## src/rtl/cdb_arbiter.sv

```systemverilog
// cdb_arbiter
//   Collects results from three producers (ALU, branch unit, load side of the
//   load/store buffer), buffers each in a small FIFO and drives one registered
//   common-data-bus broadcast per cycle, chosen round-robin over the non-empty
//   FIFO heads. A misprediction from the ROB flushes every pending result.
//
//   Optional build macro CDB_LSB_PRIO_EN:
//     defined   - loads win whenever their FIFO is non-empty; ALU and BRU share
//                 the remaining slots round-robin (rr only moves on ALU/BRU grants)
//     undefined - plain three-way round-robin ALU -> BRU -> LSB -> ALU
//
// Ports
//   clk, rst                 clock, asynchronous active-high reset
//   en                       global enable, low freezes every register
//   iMp                      misprediction flush
//   iALU_En/Qd/Vd            ALU push, tag, value;           oALU_Full
//   iBRU_En/Qd/Vd/Jt         BRU push, tag, link, target;     oBRU_Full
//   iLSB_En/Qd/Vd            load push, tag, data;            oLSB_Full
//   oCDB_En/Qd/Vd/Jt         registered broadcast (Jt is 0 for ALU/LSB entries)

module cdb_arbiter #(
  parameter int BUF_D     = 2,
  parameter int BUF_AW    = 1,
  parameter int ROB_ADD_W = 5,
  parameter int REG_DAT_W = 32
) (
  input  logic                 clk,
  input  logic                 rst,
  input  logic                 en,
  input  logic                 iMp,
  input  logic                 iALU_En,
  input  logic [ROB_ADD_W-1:0] iALU_Qd,
  input  logic [REG_DAT_W-1:0] iALU_Vd,
  output logic                 oALU_Full,
  input  logic                 iBRU_En,
  input  logic [ROB_ADD_W-1:0] iBRU_Qd,
  input  logic [REG_DAT_W-1:0] iBRU_Vd,
  input  logic [REG_DAT_W-1:0] iBRU_Jt,
  output logic                 oBRU_Full,
  input  logic                 iLSB_En,
  input  logic [ROB_ADD_W-1:0] iLSB_Qd,
  input  logic [REG_DAT_W-1:0] iLSB_Vd,
  output logic                 oLSB_Full,
  output logic                 oCDB_En,
  output logic [ROB_ADD_W-1:0] oCDB_Qd,
  output logic [REG_DAT_W-1:0] oCDB_Vd,
  output logic [REG_DAT_W-1:0] oCDB_Jt
);

  // Source index: 0 = ALU, 1 = BRU, 2 = LSB
  localparam int NSRC = 3;
  localparam logic [BUF_AW:0]   CNT_FULL = (BUF_AW+1)'(BUF_D);
  localparam logic [BUF_AW:0]   CNT_ONE  = (BUF_AW+1)'(1);
  localparam logic [BUF_AW-1:0] PTR_ONE  = BUF_AW'(1);

  logic [NSRC-1:0]      push_req;
  logic [ROB_ADD_W-1:0] push_qd [NSRC];
  logic [REG_DAT_W-1:0] push_vd [NSRC];

  logic [ROB_ADD_W-1:0] qd_mem [NSRC][BUF_D];
  logic [REG_DAT_W-1:0] vd_mem [NSRC][BUF_D];
  logic [REG_DAT_W-1:0] jt_mem [BUF_D];

  logic [BUF_AW-1:0] head [NSRC];
  logic [BUF_AW-1:0] tail [NSRC];
  logic [BUF_AW:0]   cnt  [NSRC];

  logic [NSRC-1:0] not_empty;
  logic [NSRC-1:0] is_full;
  logic [NSRC-1:0] push_ok;
  logic [NSRC-1:0] pop;

  logic       step;
  logic       flush;
  logic [1:0] rr;
  logic [1:0] rr_next;
  logic       gnt_vld;
  logic [1:0] gnt_src;

  logic [ROB_ADD_W-1:0] sel_qd;
  logic [REG_DAT_W-1:0] sel_vd;
  logic [REG_DAT_W-1:0] sel_jt;

  assign step  = en & ~iMp;
  assign flush = en & iMp;

  assign push_req   = {iLSB_En, iBRU_En, iALU_En};
  assign push_qd[0] = iALU_Qd;
  assign push_qd[1] = iBRU_Qd;
  assign push_qd[2] = iLSB_Qd;
  assign push_vd[0] = iALU_Vd;
  assign push_vd[1] = iBRU_Vd;
  assign push_vd[2] = iLSB_Vd;

  assign oALU_Full = is_full[0];
  assign oBRU_Full = is_full[1];
  assign oLSB_Full = is_full[2];

  // Occupancy flags come straight from the registered counts
  always_comb begin
    not_empty = '0;
    is_full   = '0;
    for (int s = 0; s < NSRC; s++) begin
      not_empty[s] = (cnt[s] != '0);
      is_full[s]   = (cnt[s] == CNT_FULL);
    end
  end

  // Grant selection over the heads that were non-empty at the start of the cycle
  always_comb begin
    gnt_vld = |not_empty;
    gnt_src = 2'd0;
`ifdef CDB_LSB_PRIO_EN
    if (not_empty[2]) begin
      gnt_src = 2'd2;
    end else if (rr == 2'd1) begin
      if (not_empty[1])      gnt_src = 2'd1;
      else if (not_empty[0]) gnt_src = 2'd0;
    end else begin
      if (not_empty[0])      gnt_src = 2'd0;
      else if (not_empty[1]) gnt_src = 2'd1;
    end
`else
    if (rr == 2'd1) begin
      if (not_empty[1])      gnt_src = 2'd1;
      else if (not_empty[2]) gnt_src = 2'd2;
      else if (not_empty[0]) gnt_src = 2'd0;
    end else if (rr == 2'd2) begin
      if (not_empty[2])      gnt_src = 2'd2;
      else if (not_empty[0]) gnt_src = 2'd0;
      else if (not_empty[1]) gnt_src = 2'd1;
    end else begin
      if (not_empty[0])      gnt_src = 2'd0;
      else if (not_empty[1]) gnt_src = 2'd1;
      else if (not_empty[2]) gnt_src = 2'd2;
    end
`endif
  end

  // Round-robin pointer moves to the source after the winner; with load
  // priority the LSB grant leaves the ALU/BRU rotation untouched
  always_comb begin
    rr_next = rr;
    if (gnt_vld) begin
      case (gnt_src)
        2'd0:    rr_next = 2'd1;
        2'd1:    rr_next = 2'd2;
        default: begin
`ifdef CDB_LSB_PRIO_EN
          rr_next = rr;
`else
          rr_next = 2'd0;
`endif
        end
      endcase
    end
  end

  // A push into a full FIFO is only taken when the same FIFO is popped this
  // cycle, so the freed slot absorbs it and the count stays put
  always_comb begin
    pop     = '0;
    push_ok = '0;
    for (int s = 0; s < NSRC; s++) begin
      pop[s]     = step & gnt_vld & (gnt_src == 2'(s));
      push_ok[s] = step & push_req[s] & (~is_full[s] | pop[s]);
    end
  end

  // Head entry of the winning FIFO
  always_comb begin
    sel_qd = '0;
    sel_vd = '0;
    sel_jt = '0;
    case (gnt_src)
      2'd0: begin
        sel_qd = qd_mem[0][head[0]];
        sel_vd = vd_mem[0][head[0]];
      end
      2'd1: begin
        sel_qd = qd_mem[1][head[1]];
        sel_vd = vd_mem[1][head[1]];
        sel_jt = jt_mem[head[1]];
      end
      2'd2: begin
        sel_qd = qd_mem[2][head[2]];
        sel_vd = vd_mem[2][head[2]];
      end
      default: ;
    endcase
  end

  // FIFO storage needs no reset; validity is tracked by the counts alone
  always_ff @(posedge clk) begin
    for (int s = 0; s < NSRC; s++) begin
      if (push_ok[s]) begin
        qd_mem[s][tail[s]] <= push_qd[s];
        vd_mem[s][tail[s]] <= push_vd[s];
      end
    end
    if (push_ok[1]) jt_mem[tail[1]] <= iBRU_Jt;
  end

  // Pointers, counts and the round-robin state; a flush drops everything
  always_ff @(posedge clk or posedge rst) begin
    if (rst) begin
      for (int s = 0; s < NSRC; s++) begin
        head[s] <= '0;
        tail[s] <= '0;
        cnt[s]  <= '0;
      end
      rr <= 2'd0;
    end else if (flush) begin
      for (int s = 0; s < NSRC; s++) begin
        head[s] <= '0;
        tail[s] <= '0;
        cnt[s]  <= '0;
      end
      rr <= 2'd0;
    end else if (step) begin
      for (int s = 0; s < NSRC; s++) begin
        if (push_ok[s]) tail[s] <= tail[s] + PTR_ONE;
        if (pop[s])     head[s] <= head[s] + PTR_ONE;
        if (push_ok[s] && !pop[s])      cnt[s] <= cnt[s] + CNT_ONE;
        else if (!push_ok[s] && pop[s]) cnt[s] <= cnt[s] - CNT_ONE;
      end
      rr <= rr_next;
    end
  end

  // Broadcast register; data fields hold when nothing is granted
  always_ff @(posedge clk or posedge rst) begin
    if (rst) begin
      oCDB_En <= 1'b0;
      oCDB_Qd <= '0;
      oCDB_Vd <= '0;
      oCDB_Jt <= '0;
    end else if (flush) begin
      oCDB_En <= 1'b0;
    end else if (step) begin
      oCDB_En <= gnt_vld;
      if (gnt_vld) begin
        oCDB_Qd <= sel_qd;
        oCDB_Vd <= sel_vd;
        oCDB_Jt <= sel_jt;
      end
    end
  end

endmodule

```

## config.mk

```make
export PLATFORM = sky130hd
export DESIGN_NAME = cdb_arbiter
export DESIGN_NICKNAME = d
export VERILOG_FILES = /design/src/rtl/cdb_arbiter.sv
export SDC_FILE = /design/constraint.sdc
export NUM_CORES = 1
export LEC_CHECK = 0
export ABC_AREA = 1
export CAP_MARGIN = 40
export CORE_ASPECT_RATIO = 0.9
export CORE_UTILIZATION = 54
export DETAILED_ROUTE_END_ITERATION = 8
export GPL_ROUTABILITY_DRIVEN = 1
export PLACE_DENSITY_LB_ADDON = 0.15
export SLEW_MARGIN = 20
export SYNTH_ARGS = -nofsm -noshare
export SYNTH_HDL_FRONTEND = slang
export SYNTH_SLANG_ARGS = --single-unit
```

## constraint.sdc

```tcl
create_clock -name clk -period 6.1 [get_ports clk]
set_input_delay 1.22 -clock clk [delete_from_list [all_inputs] [get_ports clk]]
set_output_delay 1.22 -clock clk [all_outputs]
set_load 0.05 [all_outputs]
```

### Yosys cells after proc, flatten, opt, wreduce, memory -nomap -nowiden

Memories as Yosys holds them, arrays and structs flattened.
Cells that the tools add are included.
W data, S select, Z words.

* $add $sub $neg: 12
* $mul: 0
* divide/modulo/power cells: 0
* order comparisons: 9
* equal/unequal tests: 7
* shift-type cells: 0
* multiplexer cells: 75
* bitwise logic cells: 26
* reduce and logical (&&, ||, !) cells: 42

Operators with widths (count)
* $mux W32: 13
* $mux W64: 3
* $demux W32 S1: 3
* $pmux W32 S3: 1
* $mux W5: 12
* $mux W10: 3
* $mux W2: 15
* $reduce_bool A2 Y1: 11
* $reduce_and A2 Y1: 10
* $demux W5 S1: 3
* $pmux W5 S3: 1
* $mux W1: 14
* $and A1 B1 Y1: 12
* $ge A2 B2 Y1 const B: 6
* $mux W3: 4
* $mux W6: 2
* $not A1 Y2: 6
* $eq A2 B2 Y1 const B: 5
* $logic_and A1 B1 Y1: 9
* $reduce_bool A3 Y1: 3
* $add A1 B1 Y1 const B: 6
* $add A2 B1 Y2 const B: 3
* $logic_not A1 Y1: 6
* $lt A2 B1 Y1 const B: 3
* 8 further kinds: 17

* register bits after elaboration: 84
* bits in latches: 0
* bits in writable memories: 286
* ROM bits: 0
* input bits: 150
* logic and storage cells: 188
* memories kept: 3

Memory list
* vd_mem: words 3, width 64, rd ports 3, clocked after memory_dff 0, write ports 3, line 61 `logic [REG_DAT_W-1:0] vd_mem [NSRC][BUF_D];`
* jt_mem: words 2, width 32, rd ports 1, clocked after memory_dff 0, write ports 1, line 62 `logic [REG_DAT_W-1:0] jt_mem [BUF_D];`
* qd_mem: words 3, width 10, rd ports 3, clocked after memory_dff 0, write ports 3, line 60 `logic [ROB_ADD_W-1:0] qd_mem [NSRC][BUF_D];`

### Logic depth before layout (Yosys ltp)

Gate-level depths: netlist (run 1).

* word-level depth: 16
* mapped depth: 12
* mapped depth without buffers: 12

### Worst setup path after synthesis (run 1)

No wires, ideal clock.

* path type: input port to flip-flop
* start point: in en
* end point: mem jt_mem[0][0], enable pin
* library setup time: 496 ps
* arrival time: 4738 ps
* slack: 866 ps
* stages on the path: 8
* cell sequence: inv_1 > nor2_1 > nand2_2 > inv_2 > nand2_4 > inv_1 > o21ai_2 > nor2_1

* cells in the longest elaborated chain, start to end: 7
* elaborated cells on any way between the ends: 8

RTL lines
* start, declared: line 29 `input logic en,`
* $and A1 B1 Y1 *: line 84 `assign step = en & ~iMp;`
* $and A1 B1 Y1 (2 in a row): line 165 `pop[s] = step & gnt_vld & (gnt_src == 2'(s));`
* $or A1 B1 Y1: line 166 `push_ok[s] = step & push_req[s] & (~is_full[s] | pop[s]);`
* $and A1 B1 Y1 *: line 166
* $mux W1 *: line 201 `if (push_ok[1]) jt_mem[tail[1]] <= iBRU_Jt;`
* $mux W1 (implied by the code) *: line 201
* end, declared: line 62

Every way passes the cells marked *; elsewhere a longest branch is shown, timed or not.

### Worst setup path after layout (run 1)

* start point: in en
* end point: mem jt_mem[1][3], enable pin

Same word-level chain as after synthesis.

==> impl_metrics.ini, run 1 <==
[worst_setup_path]
slowest_delay_ps = 500
path_depth = 11
critPathCaptureType = register
crit_start = en
worstSetupEndpoint = jt_mem[1][3]
path_delay_family = buffers and inverters
crit_top_cell = inv_1
crit_required_ps = 6280
cp_slowest_cell = clkdlybuf4s50_1
crit_type = in2reg
r2r-end = vd_mem[0][155]
r2r_start = cnt[0]
crit_buf_inv = 6
rrSetupSlack_ps = 3260
path_max_fanout = 40
cp_cell_sequence = clkdlybuf4s50_1, inv_1, nor2_1, nand2_2, inv_2, nand2_4, inv_1, o21ai_2, nor2_4, buf_4, buf_12
reg2regPathDepth = 8
start_kind = primary input
critical_path_arrival_ps = 3810

[sta]
finalCritPeriodShare_pct = 59.5
skew_ps = 22.4
post-route-min-period_ps = 3630
rsz0062_at_grt = no
timing.fmax_ghz = 0.276
worst_pin_slew_ps = 841
final.setup.tns_ps = 0
finalHoldViolCount = 0
setup_viol = 0
slew-limit-headroom_pct = 43.9
maxSlewViolCount = 0

[power_and_ir_drop]
clkPwrFrac_pct = 26.7
seqPwrFrac_pct = 38.6
p_sw_share_pct = 37.7
power_density_mw_per_mm2 = 466
power_frac_comb_pct = 34.7
ir_drop_v = 0.000418
leakage_nw = 7.25
internal_power_mw = 5.29
p_switching_mw = 3.20

[place]
dp_hpwl_um = 21200
gp_congestion = 0.843
port_buffers = 222
post_dp_cell_area_sq_mm = 0.0170

[final_layout]
drive_gt1_share_pct = 6.65
area_growth_pct = 27.1
fin_area_sq_mm = 0.0182
nets = 1580

[clock_tree]
cts_resized = 0
clock-sinks = 370
clkLatencyLatePin_ps = 520
cts_tree = done
cts_post_setup_buffers_inserted = 0
clk_pin_slew_ps = 60
cts_htree_levels = 2
ctsHoldBuffers = 0
clockBufferDepth = 3
cts_root_buf = clkbuf_16
cts_buffers = 37

[route]
ant_nets = 0
drt_first_pass_iters = 6
vias = 9529
routed_wl_um = 32800
wl_per_cell_um = 18.1
avgViaCountPerCell = 5.27
drt-initial-drc-count = 820
route.detailed.drc = 0

[yosys]
syn_nets = 1355
yosysWarnings = 0
yosys_register_bits = 370
synth_cells = 1205
syn_area_sq_mm = 0.0143
ys_seq_area_share_pct = 74.6
syn_area_per_cell_sq_um = 11.9
synth_cell_types = 26

[global_routing]
grt_pass1_vias = 9221
track_usage_pct = 24.3
antenna_found_initial = 2
grt_max_degree = 72
grt_pass1_wl_um = 50100
grt_overflow = 0

[floorplanning]
fp.dieW_um = 174
die_h_um = 157
core_sq_mm = 0.0261
num_rows = 56
fp.dieArea_sq_mm = 0.0272
start_util_pct = 55.0
pin_count = 223

[min_path]
holdCritPathClass = reg2reg

[outcome]
status = completed

[run]
drv_cap = 0
==> cells in the final DEF (no fill, tap or decap), types with 4 or more instances in the layout <==
master and n:
clkinv_2 7, bufinv_16 4, buf_4 12, buf_12 5, nand2_1 547, inv_1 23
inv_2 4, nor2_4 7, nand4_1 8, nand3_1 20, edfxtp_1 286, mux2i_1 32
clkbuf_1 9, dfrtp_1 83, nor2_1 14, clkbuf_16 39, o21ai_0 46, o21ai_1 29
clkinv_1 5, a21oi_1 37, clkdlybuf4s50_1 222
==> cell type report <==
cell class	instances	area, sq um
well taps	348	435
repair buffers	239	2410
clock buffers	50	1040
multi-input cells	753	3340
diodes	2	5.00
fillers	1800	7840
clock inverters	18	190
inverters	29	114
flip-flops and latches	370	10700
==> metal layers <==
layer | vias to the layer above | global-route usage [%] | part of all wire (%)
li1 | 4516 | - | -
met1 | 4577 | 32.5 | 41
met2 | 379 | 40.6 | 50
met3 | 57 | 4.37 | 7.0
met4 | 0 | 8.35 | 2.5
met5 | - | 0 | 0
==> sequential cells by signal (all words and copies together), names as in the netlist <==
| name | count |
|---|---|
| vd_mem | 192 |
| jt_mem | 64 |
| oCDB_Jt | 32 |
| oCDB_Vd | 32 |
| qd_mem | 30 |
| cnt | 6 |
| oCDB_Qd | 5 |
| head | 3 |
| tail | 3 |
| rr | 2 |
| oCDB_En | 1 |
==> cell usage after synthesis (all sizes together) <==
master | instances | share of area (%)
nand2 | 551 | 15
edfxtp | 286 | 60
dfrtp | 84 | 15
o21ai | 76 | 2.7
a21oi | 38 | 1.4
clkbuf | 38 | 0.99
mux2i | 32 | 2.2
inv | 29 | 0.78
nor2 | 25 | 0.92
nand3 | 22 | 0.84
buf | 15 | 0.64
nand4 | 8 | 0.35
xor2 | 1 | 0.061
==> tightest hold or removal path, delay by kind of cell (launching register included) <==
family	cells	cell delay, ps
simple gates	2	110
flops	1	340
==> worst min path at each step <==
stage	from	slack (ps)	end	cells past startpoint
6_report	oCDB_En	480	oCDB_En	2
5_1_grt	oCDB_Jt[5]	510	oCDB_Jt[5]	2
4_1_cts	oCDB_En	490	oCDB_En	2
3_5_place_dp	oCDB_Vd[6]	470	oCDB_Vd[6]	2
3_3_place_gp	oCDB_Vd[4]	460	oCDB_Vd[4]	2
2_1_floorplan	tail[2]	470	tail[2]	2
==> power groups by stage <==
| stage | Clock, mW | Combinational, mW | Sequential (mW) |
|---|---|---|---|
| finish | 2.27 | 2.95 | 3.27 |
| global route | 2.40 | 3.18 | 3.30 |
| CTS | 2.30 | 2.97 | 3.27 |
| detailed placement | 0 | 2.95 | 3.31 |
| global placement | 0 | 2.91 | 3.31 |
| floorplan | 0 | 1.38 | 3.87 |
==> cell families (layout without fill, tap and decap cells) <==
family          Yosys count  count (layout)  share of synthesized area, %
xor+xnor                  1               1                        0.0611
flops                   370             370                          74.6
compound gates          114             114                          4.03
other cells               0               2                             0
simple gates            606             606                          16.7
buf+inv                  82             336                          2.41
mux                      32              32                          2.23
==> metrics by stage <==
step | power (mW) | setup WS, ps | util, % | cells | hold slack [ps]
6_report | 8.49 | 2470 | 69.9 | 1809 | 479
5_1_grt | 8.88 | 2230 | 69.9 | 1809 | 509
4_1_cts | 8.54 | 2430 | 69.9 | 1807 | 486
3_5_place_dp | 6.26 | 1920 | 65.2 | 1739 | 465
3_3_place_gp | 6.22 | 1860 | 64.8 | 1734 | 463
2_1_floorplan | 5.25 | 866 | - | 1205 | 468
Power figures use the tool's default switching activity.
==> inputs of run 2 (changes only) <==
==> constraint.sdc (replaced) <==
create_clock -name clk -period 3.5 [get_ports clk]
set_input_delay 0.7 -clock clk [delete_from_list [all_inputs] [get_ports clk]]
set_output_delay 0.7 -clock clk [all_outputs]
set_load 0.05 [all_outputs]
==> impl_metrics.ini, run 2 (synthesis results as in run 1) <==
[outcome]
status = completed

[floorplanning]
pin_count = 223
start_util_pct = 55.0
num_rows = 56
core_sq_mm = 0.0261
fp.dieW_um = 174
die_h_um = 157
fp.dieArea_sq_mm = 0.0272

[clock_tree]
cts_root_buf = clkbuf_16
clkLatencyLatePin_ps = 520
cts_htree_levels = 2
clk_pin_slew_ps = 60
clockBufferDepth = 3
cts_resized = 0
cts_buffers = 38
cts_post_setup_buffers_inserted = 0
ctsHoldBuffers = 0
clock-sinks = 370
cts_tree = done

[global_routing]
grt_max_degree = 71
grt_pass1_wl_um = 51000
antenna_found_initial = 2
grt_pass1_vias = 9508
grt_overflow = 0
track_usage_pct = 24.8

[worst_setup_path]
r2r_start = cnt[4]
rrSetupSlack_ps = 1240
crit_required_ps = 2800
reg2regPathDepth = 10
crit_type = reg2out
r2r-end = vd_mem[0][92]
start_kind = register
critPathCaptureType = output pin
critical_path_arrival_ps = 2170
path_max_fanout = 4

[run]
drv_cap = 0

[final_layout]
area_growth_pct = 28.1
post-route-util_pct = 70.5
nets = 1590
drive_gt1_share_pct = 7.28
largest_reg_flops = 192
final_common_cell = nand2_1
final_cell_mix = nand2_1 (547), edfxtp_1 (286), clkdlybuf4s50_1 (222)

[route]
avgViaCountPerCell = 5.30
route.detailed.drc = 0
drt-initial-drc-count = 857
drt_first_pass_iters = 6
wl_per_cell_um = 18.3
vias = 9638
ant_nets = 0
routed_wl_um = 33300

[power_and_ir_drop]
power_density_mw_per_mm2 = 807
ir_drop_v = 0.000673
leakage_nw = 7.32

[min_path]
min_to = oCDB_Vd[6]
holdCritPathClass = reg2reg
min_path_cells = 2
hp-start = oCDB_Vd[6]

[sta]
final.setup.tns_ps = 0
skew_ps = 16.5
rsz0062_at_grt = no
post-route-min-period_ps = 2870
finalCritPeriodShare_pct = 82.1
timing.fmax_ghz = 0.348
setup_viol = 0
hold_ws_ps = 480
finalHoldViolCount = 0
slew-limit-headroom_pct = 43.1
maxSlewViolCount = 0
worst_pin_slew_ps = 853

[place]
dp_hpwl_um = 21800
port_buffers = 222
gp_congestion = 0.863
[run 2: cell count changes in the layout (fill, tap and decap cells not counted), sizes merged]
cell / delta
clkinvlp: -1
buf: +9
clkinv: +4
bufinv: -2
[run 2: worst max-delay path by stage]
stage           start            end  slack (ps)
2_1_floorplan      en   jt_mem[0][0]         -60
3_3_place_gp       en  vd_mem[0][28]         550
3_5_place_dp       en  vd_mem[0][25]         480
4_1_cts        cnt[5]      oALU_Full         620
5_1_grt        cnt[5]      oALU_Full         560
6_report       cnt[5]      oALU_Full         630
[run 2: area by class of cell]
class                           count  area, sq um
Tap cell                          348          435
Fill cell                        1813         7690
Multi-Input combinational cell    753         3350
Inverter                           29          114
Sequential cell                   370        10700
Antenna cell                        2         5.00
Clock buffer                       50         1070
Timing Repair Buffer              248         2550
Clock inverter                     19          159
[run 2: per-layer routing]
metal	wire length [um]	GRT usage [%]
met2	16200	40.3
met5	0	0
met4	1050	9.40
met1	13900	33.9
met3	2050	4.11
[run 2: worst max-delay path: stages, from the launching register on]
cell and delay, ps:
dfrtp_1 410, inv_1 90, nor2_1 290, clkdlybuf4s50_1 880
[run 2: report_power, final]
group	internal [mW]	switching, mW	total [mW]
registers	5.31	0.330	5.64
logic	1.58	3.68	5.26
clock network	2.30	1.61	3.92
total	9.20	5.63	14.8
[run 2: stage by stage]
stage               cell area [sq um]  power [mW]  setup slack (ps)  cells
finish                          18400        14.8               627   1819
global route                    18400        15.5               560   1819
CTS                             18300        14.9               624   1816
detailed placement              17100        11.0               482   1747
global placement                17100        10.9               553   1746
floorplan                       14300        9.14             -59.3   1205
==> inputs of run 3 (changes only) <==
==> constraint.sdc (replaced) <==
create_clock -name clk -period 2.8 [get_ports clk]
set_input_delay 0.56 -clock clk [delete_from_list [all_inputs] [get_ports clk]]
set_output_delay 0.56 -clock clk [all_outputs]
set_load 0.05 [all_outputs]
==> impl_metrics.ini, run 3 (synthesis results as in run 1) <==
[clock_tree]
clkLatencyLatePin_ps = 520
cts_root_buf = clkbuf_16
ctsHoldBuffers = 0
clk_pin_slew_ps = 60
cts_post_setup_buffers_inserted = 0
cts_resized = 0
cts_tree = done
cts_htree_levels = 2
clockBufferDepth = 3
clock-sinks = 370
cts_buffers = 38

[power_and_ir_drop]
power_density_mw_per_mm2 = 1000
leakage_nw = 7.33
p_total_mw = 18.4
ir_drop_v = 0.000692

[worst_setup_path]
crit_required_ps = 2240
start_kind = register
critPathCaptureType = output pin
reg2regPathDepth = 8
cp_slowest_cell = clkdlybuf4s50_1
slowest_delay_ps = 870
crit_type = reg2out
r2r-end = vd_mem[0][155]
cp_cell_sequence = inv_1, nor2_1, clkdlybuf4s50_1
rrSetupSlack_ps = 710
r2r_start = cnt[2]
path_max_fanout = 4
critical_path_arrival_ps = 2150

[global_routing]
grt_pass1_vias = 9352
grt_max_degree = 57
track_usage_pct = 24.5
grt_pass1_wl_um = 50500
antenna_found_initial = 1
grt_overflow = 0

[sta]
skew_ps = 16.4
slew-limit-headroom_pct = 47.6
post-route-min-period_ps = 2710
finalCritPeriodShare_pct = 96.8
worst_pin_slew_ps = 784
timing.fmax_ghz = 0.369
final.setup.tns_ps = 0
finalHoldViolCount = 0
setup_viol = 0
maxSlewViolCount = 0
rsz0062_at_grt = no

[final_layout]
multi_input_area_sq_mm = 0.00334
fillers = 1846
drive_gt1_share_pct = 7.81
nets = 1594
largest_reg_flops = 192
final_common_cell = nand2_1
regArea_sq_mm = 0.0107
area_growth_pct = 27.7
final_cell_mix = nand2_1 (547), edfxtp_1 (286), clkdlybuf4s50_1 (221)

[min_path]
min_to = oCDB_Qd[4]
hp-start = oCDB_Qd[4]
holdCritPathClass = reg2reg
min_path_cells = 2

[route]
routed_wl_um = 32900
drt-initial-drc-count = 858
ant_nets = 0
route.detailed.drc = 0
avgViaCountPerCell = 5.24
vias = 9548
drt_first_pass_iters = 5
wl_per_cell_um = 18.1

[floorplanning]
num_rows = 56
fp.dieArea_sq_mm = 0.0272
fp.dieW_um = 174
pin_count = 223
core_sq_mm = 0.0261
die_h_um = 157
start_util_pct = 55.0

[place]
dp_hpwl_um = 21800
gp_congestion = 0.872
port_buffers = 222

[outcome]
status = completed

[run]
drv_cap = 0
run 3: area by class of cell:
type	instances	area share [%]
antenna	1	0.0137
clock buffer	50	5.94
clock inverter	19	0.581
inverter	29	0.622
multi-input combinational	753	18.2
sequential	370	58.4
tap	348	2.38
timing repair buffer	252	13.9
run 3: where the power goes:
group	internal (mW)	leakage (nW)	switching, mW
clock	2.74	0.598	2.01
sequential	6.64	3.68	0.484
combinational	1.97	3.05	4.54
run 3: through the flow:
step	hold slack (ps)	instances	util [%]	setup WS [ps]	cell area (sq um)
after global routing	513	1822	70.3	38.8	18300
after CTS	482	1821	70.3	14.4	18300
after detailed placement	465	1752	65.7	184	17100
after floorplan	469	1205	-	-619	14400
after global placement	461	1752	65.7	186	17100
final	480	1822	70.3	90.9	18300
run 3: critical path: cells and delay by family, from the launching register on:
kind | cells | cell delay, ps
DFF | 1 | 400
and+or+nand+nor | 1 | 280
buffers and inverters | 2 | 960
run 3: worst max path at each step:
stage                                to  cells past startpoint  slack (ps)  startpoint
after CTS                     oALU_Full                      3          10      cnt[5]
after floorplan            jt_mem[0][0]                      8        -620          en
after global placement    jt_mem[0][26]                     10         190          en
after global routing          oLSB_Full                      3          40      cnt[1]
after detailed placement  jt_mem[0][21]                     10         180          en
final                         oLSB_Full                      3          90      cnt[1]
run 3: per-layer routing:
layer	GRT usage [%]	vias to the layer above	wire [um]
li1	-	4553	-
met1	32.5	4566	13300
met2	40.9	367	16400
met3	4.11	62	2220
met4	9.31	0	903
met5	0	-	0
